$ cat config.mk
export PLATFORM = sky130hd
export DESIGN_NAME = demod_decimator
export DESIGN_NICKNAME = d
export VERILOG_FILES = /design/src/rtl/demod_decimator_pkg.sv /design/src/rtl/demod_decimator_sat_trunc.sv /design/src/rtl/demod_decimator.sv
export SDC_FILE = /design/constraint.sdc
export NUM_CORES = 1
export LEC_CHECK = 0
export ABC_AREA = 1
export CORE_ASPECT_RATIO = 1.5
export CORE_MARGIN = 2
export CORE_UTILIZATION = 58
export DETAILED_ROUTE_END_ITERATION = 12
export GPL_TIMING_DRIVEN = 0
export PLACE_DENSITY = 0.83
export SYNTH_ARGS = -nofsm -noshare
export SYNTH_HDL_FRONTEND = slang
export SYNTH_SLANG_ARGS = --single-unit
$ cat constraint.sdc
create_clock -name clk -period 5.85 [get_ports clk]
set_input_delay 1.17 -clock clk [delete_from_list [all_inputs] [get_ports clk]]
set_output_delay 1.17 -clock clk [all_outputs]
set_load 0.05 [all_outputs]
$ cat src/rtl/demod_decimator_pkg.sv
// demod_decimator_pkg: shared FM-demod constants, output FSM states and helper functions
package demod_decimator_pkg;

    localparam int DEFAULT_WIDTH     = 16;
    localparam int DEFAULT_OUT_WIDTH = 16;
    localparam int SAT_MAX_DEFAULT   = 32767;
    localparam int SAT_MIN_DEFAULT   = -32768;

    typedef enum logic {EMPTY = 1'b0, FULL = 1'b1} out_state_e;

    function automatic int log2c(input int v);
        int r = 0;
        while ((1 << r) < v) r++;
        return r;
    endfunction

    function automatic longint sat_max(input int w);
        return (64'sd1 <<< (w - 1)) - 64'sd1;
    endfunction

    function automatic longint sat_min(input int w);
        return -(64'sd1 <<< (w - 1));
    endfunction

endpackage

$ cat src/rtl/demod_decimator_sat_trunc.sv
// sat_trunc: clamps a signed value into the signed OUT_W range and flags when clamping occurred
module sat_trunc
    import demod_decimator_pkg::*;
#(
    parameter int IN_W  = 40,
    parameter int OUT_W = DEFAULT_OUT_WIDTH
) (
    input  logic signed [IN_W-1:0]  in_i,
    output logic signed [OUT_W-1:0] out_o,
    output logic                    sat_o
);

    localparam int W = (IN_W > OUT_W) ? IN_W : OUT_W;
    localparam logic signed [W-1:0] MAX = W'(sat_max(OUT_W));
    localparam logic signed [W-1:0] MIN = W'(sat_min(OUT_W));

    logic signed [W-1:0] x;
    logic over, under;

    // compare at a common width so narrow inputs never clamp
    always_comb begin
        x     = W'(in_i);
        over  = x > MAX;
        under = x < MIN;
        out_o = over ? OUT_W'(MAX) : under ? OUT_W'(MIN) : OUT_W'(x);
        sat_o = over | under;
    end

endmodule

$ cat src/rtl/demod_decimator.sv
// demod_decimator: integrate-and-dump decimator with scaling, saturation and a one-deep output handshake
module demod_decimator
    import demod_decimator_pkg::*;
#(
    parameter int WIDTH     = DEFAULT_WIDTH,
    parameter int DECIM     = 8,
    parameter int SHIFT     = 16,
    parameter int OUT_WIDTH = DEFAULT_OUT_WIDTH
) (
    input  logic                        clk,
    input  logic                        rst,
    input  logic                        start_i,
    input  logic signed [2*WIDTH-1:0]   demod_i,
    input  logic                        ready_i,
    output logic signed [OUT_WIDTH-1:0] data_o,
    output logic                        valid_o,
    output logic                        sat_o,
    output logic                        overrun_o
);

    localparam int CNT_W     = log2c(DECIM);
    localparam int ACC_W     = 2 * WIDTH + CNT_W;
    localparam int SHIFT_TOT = CNT_W + SHIFT;

    logic signed [ACC_W-1:0]     acc_q, acc_d, sum, scaled;
    logic [CNT_W-1:0]            cnt_q, cnt_d;
    logic signed [OUT_WIDTH-1:0] data_q, data_d, sat_data;
    logic                        sat_q, sat_d, sat_flag;
    logic                        overrun_q, overrun_d;
    out_state_e                  state_q, state_d;
    logic                        dump;

    assign sum    = acc_q + ACC_W'(demod_i);
    assign scaled = sum >>> SHIFT_TOT;
    assign dump   = start_i && (cnt_q == CNT_W'(DECIM - 1));

    sat_trunc #(.IN_W(ACC_W), .OUT_W(OUT_WIDTH)) u_sat_trunc (
        .in_i  (scaled),
        .out_o (sat_data),
        .sat_o (sat_flag)
    );

    // accumulate accepted samples, dump on the last of each frame, and run the output handshake
    always_comb begin
        acc_d     = acc_q;
        cnt_d     = cnt_q;
        data_d    = data_q;
        sat_d     = sat_q;
        overrun_d = overrun_q;
        state_d   = state_q;
        if (start_i) begin
            acc_d = dump ? '0 : sum;
            cnt_d = dump ? '0 : cnt_q + CNT_W'(1);
        end
        if (dump) begin
            data_d    = sat_data;
            sat_d     = sat_flag;
            overrun_d = overrun_q | (state_q == FULL && !ready_i);
            state_d   = FULL;
        end else if (state_q == FULL && ready_i) begin
            state_d = EMPTY;
        end
    end

    // state registers with asynchronous active-low clear
    always_ff @(posedge clk or negedge rst) begin
        if (!rst) begin
            acc_q     <= '0;
            cnt_q     <= '0;
            data_q    <= '0;
            sat_q     <= 1'b0;
            overrun_q <= 1'b0;
            state_q   <= EMPTY;
        end else begin
            acc_q     <= acc_d;
            cnt_q     <= cnt_d;
            data_q    <= data_d;
            sat_q     <= sat_d;
            overrun_q <= overrun_d;
            state_q   <= state_d;
        end
    end

    assign data_o    = data_q;
    assign sat_o     = sat_q;
    assign valid_o   = (state_q == FULL);
    assign overrun_o = overrun_q;

endmodule

==> flow_metrics.tcl, run 1 <==
set metrics [dict create \
    status "finished, final reports clean" \
    route.antenna.remaining_nets 0 \
    routabilityCongestion 1.03 \
    path_class "primary input to flip-flop" \
    drive_above_1_share_pct 6.17 \
    cp_slowest_cell "fa_1" \
    finalSetupViolations 0 \
    clock-skew-final_ns 0.0105 \
    crit_family "simple AND/OR/NAND/NOR gates" \
    die_h_um 112 \
    worstMarginPinSlew_ns 0.706 \
    routedWlPerCell_um 15.7 \
    gr-usage-met3_pct 7.78 \
    ys_seq_elements 57 \
    grtUsageMet1_pct 31.8 \
    hold_violations 0 \
    route.detailed.drc 0 \
    grt_pass1_wl_um 21400 \
    track_usage_pct 33.8 \
    cts_tree "yes" \
    cts_sinks 57 \
    synthTopCellsByArea "dfrtp_1, nand2_1, ha_1" \
    vias_per_cell 5.37 \
    final_common_cell "nand2_1" \
    areaGrowthSynthToFinish_pct 21.4 \
    rsz0062_at_grt "false" \
    fill_cells 664 \
    fin_nets 814 \
    crit_top_cell "nand2_1" \
    synth_top_area_share_pct 31.8 \
    power_w 0.00310 \
    ir_worst_vdd_mv 0.351 \
    syn_area_um2 4480 \
    die_x_um 75.8 \
    finalSetupTns_ns 0 \
    root_buffer "clkbuf_16" \
    busiest_layer "met2" \
    yosys.area.top_type "dfrtp_1" \
    synth_nets 748 \
    critPathLaunchType "primary input" \
    path_cells "clkdlybuf4s50_1 -> ha_1 -> fa_1 -> nand3_1 -> nand3_2 -> nand2_1 -> nand2_1 -> nand3b_1 -> nand2_1 -> nand2_1 -> nand3_1 -> nand3_1 -> nand2_1" \
    path_buf_inv 1 \
    layout_common_cells "nand2_1, inv_1, dfrtp_1" \
    overflow 0 \
    stdcell_area_um2 5440 \
    numCtsBuffers 9 \
    max_slew_margin_pct 52.9 \
    port_buffers 54 \
    min_period_ns 3.11 \
    yosysSeqAreaShare_pct 31.8 \
    rows 39 \
    fp.dieArea_um2 8460 \
    place_area_um2 5160 \
    leakage_nw 2.94 \
    htree_levels 3 \
    cp.required_ns 6.07 \
    finalCritPeriodShare_pct 53.1 \
    clkTransAtPathRegs_ns 0.05 \
    ys_types 28 \
    grt_max_degree 30 \
    antenna_found_initial 0 \
    grt_pass1_vias 4831 \
    synth_cells 675 \
    vias 4555 \
    fmax_mhz 322 \
    core-area_um2 7560 \
    clk_latency_ns 0.34 \
    routed_wl_um 13300 \
    slew_viol_final 0 \
    drv_cap 0 \
    holdCritPathClass "flip-flop to flip-flop" \
    clockBufferDepth 2 \
    hold_buffers 0 \
    drt_iter0_drc 129 \
    ios 55 \
    worstPathArrival_ns 3.33 \
    start_util_pct 59.2 \
    firstDrtPassIters 5 \
    dp.final_hpwl_um 10800 \
    met2_usage_pct 60.7 \
    cts_setup_buffers 0 \
    crit_path_end_kind "flip-flop" \
    power_density_nw_per_um2 571 \
    yosys_warnings 0 \
    diodes 0 \
    crit_fanout 4 \
    crit_path_max_incr_delay_ns 0.48 \
    postSynthAreaPerCell_um2 6.64 \
    post_cts_resized 0 \
]
flip-flops by register name, summed over array words and instances, names as in the netlist:
name and count:
sat_o 1, overrun_o 1, data_o 16, valid_o 1, acc_q 35, cnt_q 3
path summary, 6_finish.rpt:
| kind | slack [ns] | cells after the start | from | to |
|---|---|---|---|---|
| worst min register to register | 0.48 | 2 | data_o[7] | data_o[7] |
| worst max-delay path | 2.74 | 13 | demod_i[0] | data_o[3] |
| worst min-delay path | 0.48 | 2 | data_o[7] | data_o[7] |
| min in group asynchronous | 0.88 | 1 | rst | acc_q[14] |
| max in group asynchronous | 4.36 | 2 | rst | acc_q[22] |
| worst max register to register | 3.62 | 12 | acc_q[0] | data_o[3] |
cells in the mapped netlist:
library cell	number
clkbuf_1	5
clkinv_1	1
inv_1	91
dfrtp_1	57
buf_2	3
nor4_2	1
o21bai_1	4
fa_1	1
a21oi_2	1
clkbuf_8	1
nor2_1	41
nand2_2	11
inv_2	2
xnor2_1	16
o21ai_2	1
ha_1	36
a21oi_1	36
xor2_1	1
a22o_1	4
nand2_1	251
nor3_1	5
o21ai_1	6
nand3b_1	5
or2_2	2
o21ai_0	31
nor2_2	3
nand3_1	55
nand3_2	4
tightest hold or removal path, cell delays in order (launching register included):
cell and delay, ns:
dfrtp_1 0.33, nand2_1 0.05, nand2_1 0.06
routing by layer:
metal,up-vias,wire [um]
li1,2275,-
met1,2080,4780
met2,138,7160
met3,62,488
met4,0,911
met5,-,0
cell type report:
cell class | count | area [um2] | area share [%]
Timing Repair Buffer | 55 | 556 | 10.2
Buffer | 9 | 47.5 | 0.874
Sequential cell | 57 | 1430 | 26.2
Inverter | 94 | 353 | 6.49
Multi-Input combinational cell | 515 | 2650 | 48.8
Clock buffer | 11 | 243 | 4.46
Tap cell | 102 | 128 | 2.35
Clock inverter | 5 | 31.3 | 0.575
power by group:
group / internal (W) / switching (W)
Clock: 0.000296 / 0.000192
Sequential: 0.000579 / 0.000106
Combinational: 0.000674 / 0.00126
metrics by stage:
| step | worst slack, ns | instances | util (%) | hold slack [ns] |
|---|---|---|---|---|
| 4_1_cts | 2.73 | 848 | 71.9 | 0.479 |
| 5_1_grt | 2.57 | 848 | 71.9 | 0.504 |
| 6_report | 2.74 | 848 | 71.9 | 0.478 |
| 3_5_place_dp | 2.40 | 832 | 68.3 | 0.464 |
| 3_3_place_gp | 1.88 | 831 | 68.1 | 0.459 |
| 2_1_floorplan | 3.18 | 675 | - | 0.453 |
cell families (layout without fill, tap and decap cells):
group                    Yosys count  in the layout  share of synthesized area (%)
AND/OR/NAND/NOR                  378            378                           35.4
XOR/XNOR                          17             17                           3.32
buffers and inverters            103            174                           8.94
flip-flops                        57             57                           31.8
AO/OA/AOI/OAI                     83             83                           10.0
adder cells (fa/ha/maj)           37             37                           10.5
No activity file was read; power rests on OpenSTA's default activity.
==> run 2, diff against run 1 <==
- CORE_UTILIZATION: 58 -> 57
- PLACE_DENSITY: 0.83 -> 0.81
- clock period: 5.85 -> 3 ns (I/O delays scaled with it)
==> run 2 against run 1 <==
Net effect:
- largest cell class unchanged
- register-to-register slack lost 2.9 ns
- sequential share of layout area shrank 0.11 points
- clock power grew 110%
- non-clock buffer count is the same
- clock skew shrank 0.0037 ns
- largest power group unchanged
- utilization shrank 0.15 points
- design area grew 0.44%
- first-iteration DRC count grew 90%
- die area grew 1.7%
- highest routed layer unchanged
- setup slack lost 2.3 ns
- sequential power grew 96%
==> flow_metrics.tcl, run 2 (same netlist as run 1, synthesis figures left out) <==
set metrics [dict create \
    min_period_ns 2.55 \
    route.detailed.drc 0 \
    crit_top_cell "nand2_1" \
    root_buffer "clkbuf_16" \
    firstDrtPassIters 5 \
    fin_cells 848 \
    fin_nets 814 \
    drive_above_1_share_pct 6.17 \
    top_register "acc_q" \
    route.antenna.remaining_nets 0 \
    critPathLaunchType "primary input" \
    p_switching_w 0.00300 \
    slew_viol_final 0 \
    path_class "primary input to flip-flop" \
    cts_sinks 57 \
    die_x_um 76.4 \
    areaGrowthSynthToFinish_pct 21.9 \
    track_usage_pct 31.3 \
    cp.required_ns 3.23 \
    power_density_nw_per_um2 1120 \
    worstMarginPinSlew_ns 0.681 \
    leakage_nw 2.95 \
    seq_power_share_pct 21.9 \
    fmax_mhz 392 \
    routabilityCongestion 0.996 \
    vias 4514 \
    worstPathArrival_ns 2.78 \
    cts_tree "yes" \
    antenna_found_initial 0 \
    overflow 0 \
    p_comb_share_pct 61.1 \
    drt_iter0_drc 245 \
    htree_levels 3 \
    max_slew_margin_pct 54.6 \
    port_buffers 54 \
    status "finished, final reports clean" \
    finalSetupTns_ns 0 \
    layout_common_cells "nand2_1, inv_1, dfrtp_1" \
    intPower_w 0.00310 \
    startpoint "demod_i[0]" \
    dp.final_hpwl_um 10400 \
    holdCritPathClass "primary input to async pin" \
    fill_cells 662 \
    r2r-end "data_o[3]" \
    crit_family "simple AND/OR/NAND/NOR gates" \
    grt_max_degree 30 \
    clkTransAtPathRegs_ns 0.05 \
    hold_buffers 0 \
    r2r_slack_ns 0.75 \
    post_cts_resized 0 \
    start_util_pct 58.9 \
    drv_cap 0 \
    ios 55 \
    numCtsBuffers 9 \
    final_common_cell "nand2_1" \
    routedWlPerCell_um 15.3 \
    crit-reg2reg-launch "acc_q[0]" \
    clockBufferDepth 2 \
    rows 39 \
    clock-skew-final_ns 0.00680 \
    crit_path_max_incr_delay_ns 0.48 \
    grt_pass1_vias 4679 \
    fp.dieArea_um2 8600 \
    die_h_um 113 \
    core-area_um2 7610 \
    cts_setup_buffers 0 \
    crit_fanout 4 \
    grt_pass1_wl_um 21000 \
    hold_violations 0 \
    largest_reg_flops 35 \
    vias_per_cell 5.32 \
    clk_latency_ns 0.34 \
    rsz0062_at_grt "false" \
    path_buf_inv 1 \
    path_cells "clkdlybuf4s50_1 -> ha_1 -> fa_1 -> nand3_1 -> nand3_2 -> nand2_1 -> nand2_1 -> nand3b_1 -> nand2_1 -> nand2_1 -> nand3_1 -> nand3_1 -> nand2_1" \
    diodes 0 \
    clockPowerShare_pct 17.0 \
    crit_path_end_kind "flip-flop" \
    r2r_cells 12 \
    dp_cells 832 \
    cp_slowest_cell "fa_1" \
    finalSetupViolations 0 \
    swShare_pct 49.2 \
    finalCritPeriodShare_pct 85.0 \
    routed_wl_um 13000 \
    ir_worst_vdd_mv 0.717 \
]
-- run 2: cell types whose count changed in the layout (fill, tap and decap cells not counted), sizes merged --
cell	previous run	this run
clkinvlp	1	2
clkinv	5	3
bufinv	0	1
-- run 2: area by class of cell --
type	instances	area [um2]	area share, %
inverters	94	353	6.46
flip-flops and latches	57	1430	26.1
multi-input cells	515	2650	48.6
plain buffers	9	47.5	0.871
well taps	102	128	2.34
clock buffers	11	243	4.44
clock inverters	5	55.1	1.01
repair buffers	55	556	10.2
-- run 2: per-layer routing --
metal | wire (um) | GRT usage, % | vias up | share of wire (%)
met2 | 7070 | 60.1 | 110 | 55
met5 | 0 | 0 | - | 0
met3 | 391 | 5.55 | 57 | 3.0
li1 | - | - | 2269 | -
met4 | 775 | 20.7 | 0 | 6.0
met1 | 4730 | 30.0 | 2078 | 36
-- run 2: power groups by stage --
stage | registers (W) | logic (W) | clock network (W)
final | 0.00134 | 0.00373 | 0.00104
after global routing | 0.00138 | 0.00413 | 0.00107
after CTS | 0.00134 | 0.00371 | 0.00103
after detailed placement | 0.00134 | 0.00367 | 0
after global placement | 0.00132 | 0.00359 | 0
after floorplan | 0.00166 | 0.00237 | 0
-- run 2: how the worst max path moves through the flow --
stage,slack (ns),cells after the start,endpoint
after floorplan,0.90,12,data_o[11]
after global placement,-0.43,1,overrun_o
after detailed placement,0.13,13,data_o[5]
after CTS,0.46,13,data_o[3]
after global routing,0.32,13,data_o[5]
final,0.45,13,data_o[3]
-- run 2: metrics by stage --
stage / area, um2 / hold slack (ns) / power [W] / util [%] / setup slack [ns]
3_5_place_dp: 5160 / 0.464 / 0.00502 / 67.8 / 0.126
6_report: 5460 / 0.295 / 0.00610 / 71.7 / 0.450
3_3_place_gp: 5150 / 0.461 / 0.00491 / 67.6 / -0.428
5_1_grt: 5460 / 0.371 / 0.00657 / 71.7 / 0.317
2_1_floorplan: 4480 / 0.304 / 0.00403 / - / 0.897
4_1_cts: 5460 / 0.322 / 0.00607 / 71.7 / 0.462
==> run 3, diff against run 2 <==
- clock period: 3 -> 2.57 ns (I/O delays scaled with it)
==> run 3 against run 2 <==
Net effect:
- critical path type unchanged
- largest cell class unchanged
- critical endpoint unchanged
- register-to-register slack worse by 0.34 ns
- sequential share of layout area about the same
- via count up 0.55%
==> flow_metrics.tcl, run 3 (same netlist as run 1, synthesis figures left out) <==
set metrics [dict create \
    multi_input_area_um2 2660 \
    fill_cells 662 \
    cp_slowest_cell "clkdlybuf4s50_1" \
    crit_path_end_kind "flip-flop" \
    layout_common_cells "nand2_1, inv_1, dfrtp_1" \
    r2r_slack_ns 0.41 \
    crit-reg2reg-launch "acc_q[0]" \
    overflow 0 \
    slew_viol_final 0 \
    ios 55 \
    clk_latency_ns 0.34 \
    power_density_nw_per_um2 1300 \
    critPathLaunchType "primary input" \
    finalCritPeriodShare_pct 92.6 \
    intPower_w 0.00362 \
    holdCritPathClass "primary input to async pin" \
    r2r-end "data_o[3]" \
    ir_worst_vdd_mv 0.837 \
    port_buffers 54 \
    hold_violations 0 \
    crit_fanout 4 \
    clkTransAtPathRegs_ns 0.05 \
    antenna_found_initial 0 \
    diodes 0 \
    worstMarginPinSlew_ns 0.684 \
    numCtsBuffers 9 \
    cts_tree "yes" \
    drive_above_1_share_pct 6.30 \
    drv_cap 0 \
    cp.required_ns 2.80 \
    max_slew_margin_pct 54.4 \
    largest_reg_flops 35 \
    firstDrtPassIters 5 \
    drt_iter0_drc 232 \
    path_cells "clkdlybuf4s50_1 -> ha_1 -> fa_2 -> nand3_1 -> nand3_2 -> nand2_1 -> nand2_1 -> nand3b_1 -> nand2_1 -> nand2_1 -> nand3_1 -> nand3_1 -> nand2_1" \
    areaGrowthSynthToFinish_pct 21.9 \
    crit_path_max_incr_delay_ns 0.41 \
    swShare_pct 49.2 \
    path_class "primary input to flip-flop" \
    clockBufferDepth 2 \
    core-area_um2 7610 \
    die_h_um 113 \
    crit_top_cell "nand2_1" \
    utilization_pct 71.8 \
    htree_levels 3 \
    setup_slack_ns 0.189 \
    final_common_cell "nand2_1" \
    routabilityCongestion 0.996 \
    crit_family "simple AND/OR/NAND/NOR gates" \
    root_buffer "clkbuf_16" \
    min_period_ns 2.38 \
    vias 4539 \
    clockPowerShare_pct 17.0 \
    seq_power_share_pct 21.9 \
    start_util_pct 58.9 \
    vias_per_cell 5.35 \
    routed_wl_um 13000 \
    grt_pass1_wl_um 21000 \
    place_ws_ns -0.218 \
    path_buf_inv 1 \
    regArea_um2 1430 \
    status "finished, final reports clean" \
    worstPathArrival_ns 2.61 \
    rsz0062_at_grt "false" \
    finalSetupViolations 0 \
    dp.final_hpwl_um 10400 \
    fin_nets 814 \
    routedWlPerCell_um 15.3 \
    p_switching_w 0.00350 \
    startpoint "demod_i[0]" \
    die_x_um 76.4 \
    route.antenna.remaining_nets 0 \
    grt_pass1_vias 4679 \
    track_usage_pct 31.3 \
    top_register "acc_q" \
    cts_sinks 57 \
    fmax_mhz 420 \
    grt_max_degree 30 \
    p_comb_share_pct 61.1 \
    r2r_cells 12 \
    clock-skew-final_ns 0.00731 \
    fp.dieArea_um2 8600 \
    leakage_nw 2.94 \
    rows 39 \
    route.detailed.drc 0 \
]
run 3: timing repair:
action	in CTS	in global routing
gates resized for setup	0	1
setup endpoints to repair	0	1
setup buffers	0	0
hold buffers	0	0
run 3: routing by layer:
layer	vias to the layer above	GRT usage, %	share of wire, %
met5	-	0	0
met4	0	20.7	6.0
met3	59	5.55	3.3
met2	121	60.1	54
met1	2089	30.0	36
li1	2270	-	-
run 3: power by group through the flow:
stage	logic [W]	registers (W)	clock network [W]
finish	0.00435	0.00156	0.00121
floorplan	0.00277	0.00194	0
detailed placement	0.00429	0.00157	0
CTS	0.00433	0.00156	0.00120
global placement	0.00419	0.00154	0
global route	0.00482	0.00161	0.00125
run 3: worst max path at each step:
stage | end | slack [ns] | cells after the start
floorplan | data_o[11] | 0.55 | 12
global placement | overrun_o | -0.77 | 1
detailed placement | data_o[5] | -0.22 | 13
CTS | data_o[3] | 0.12 | 13
global route | data_o[5] | 0.07 | 13
finish | data_o[3] | 0.19 | 13
run 3: through the flow:
| step | setup TNS (ns) | std cells | total power [W] | hold slack [ns] | area (um2) |
|---|---|---|---|---|---|
| floorplan | 0 | 675 | 0.00470 | 0.218 | 4480 |
| global placement | -45.78 | 831 | 0.00573 | 0.461 | 5150 |
| detailed placement | -2.51 | 832 | 0.00586 | 0.464 | 5160 |
| CTS | 0 | 848 | 0.00709 | 0.236 | 5460 |
| global route | 0 | 848 | 0.00768 | 0.285 | 5460 |
| finish | 0 | 848 | 0.00713 | 0.209 | 5460 |
run 3: cell type report:
| cell class | instances | area share (%) |
|---|---|---|
| Multi-Input combinational cell | 515 | 48.6 |
| Sequential cell | 57 | 26.1 |
| Timing Repair Buffer | 55 | 10.2 |
| Inverter | 94 | 6.46 |
| Clock buffer | 11 | 4.44 |
| Tap cell | 102 | 2.34 |
| Clock inverter | 5 | 1.01 |
| Buffer | 9 | 0.870 |
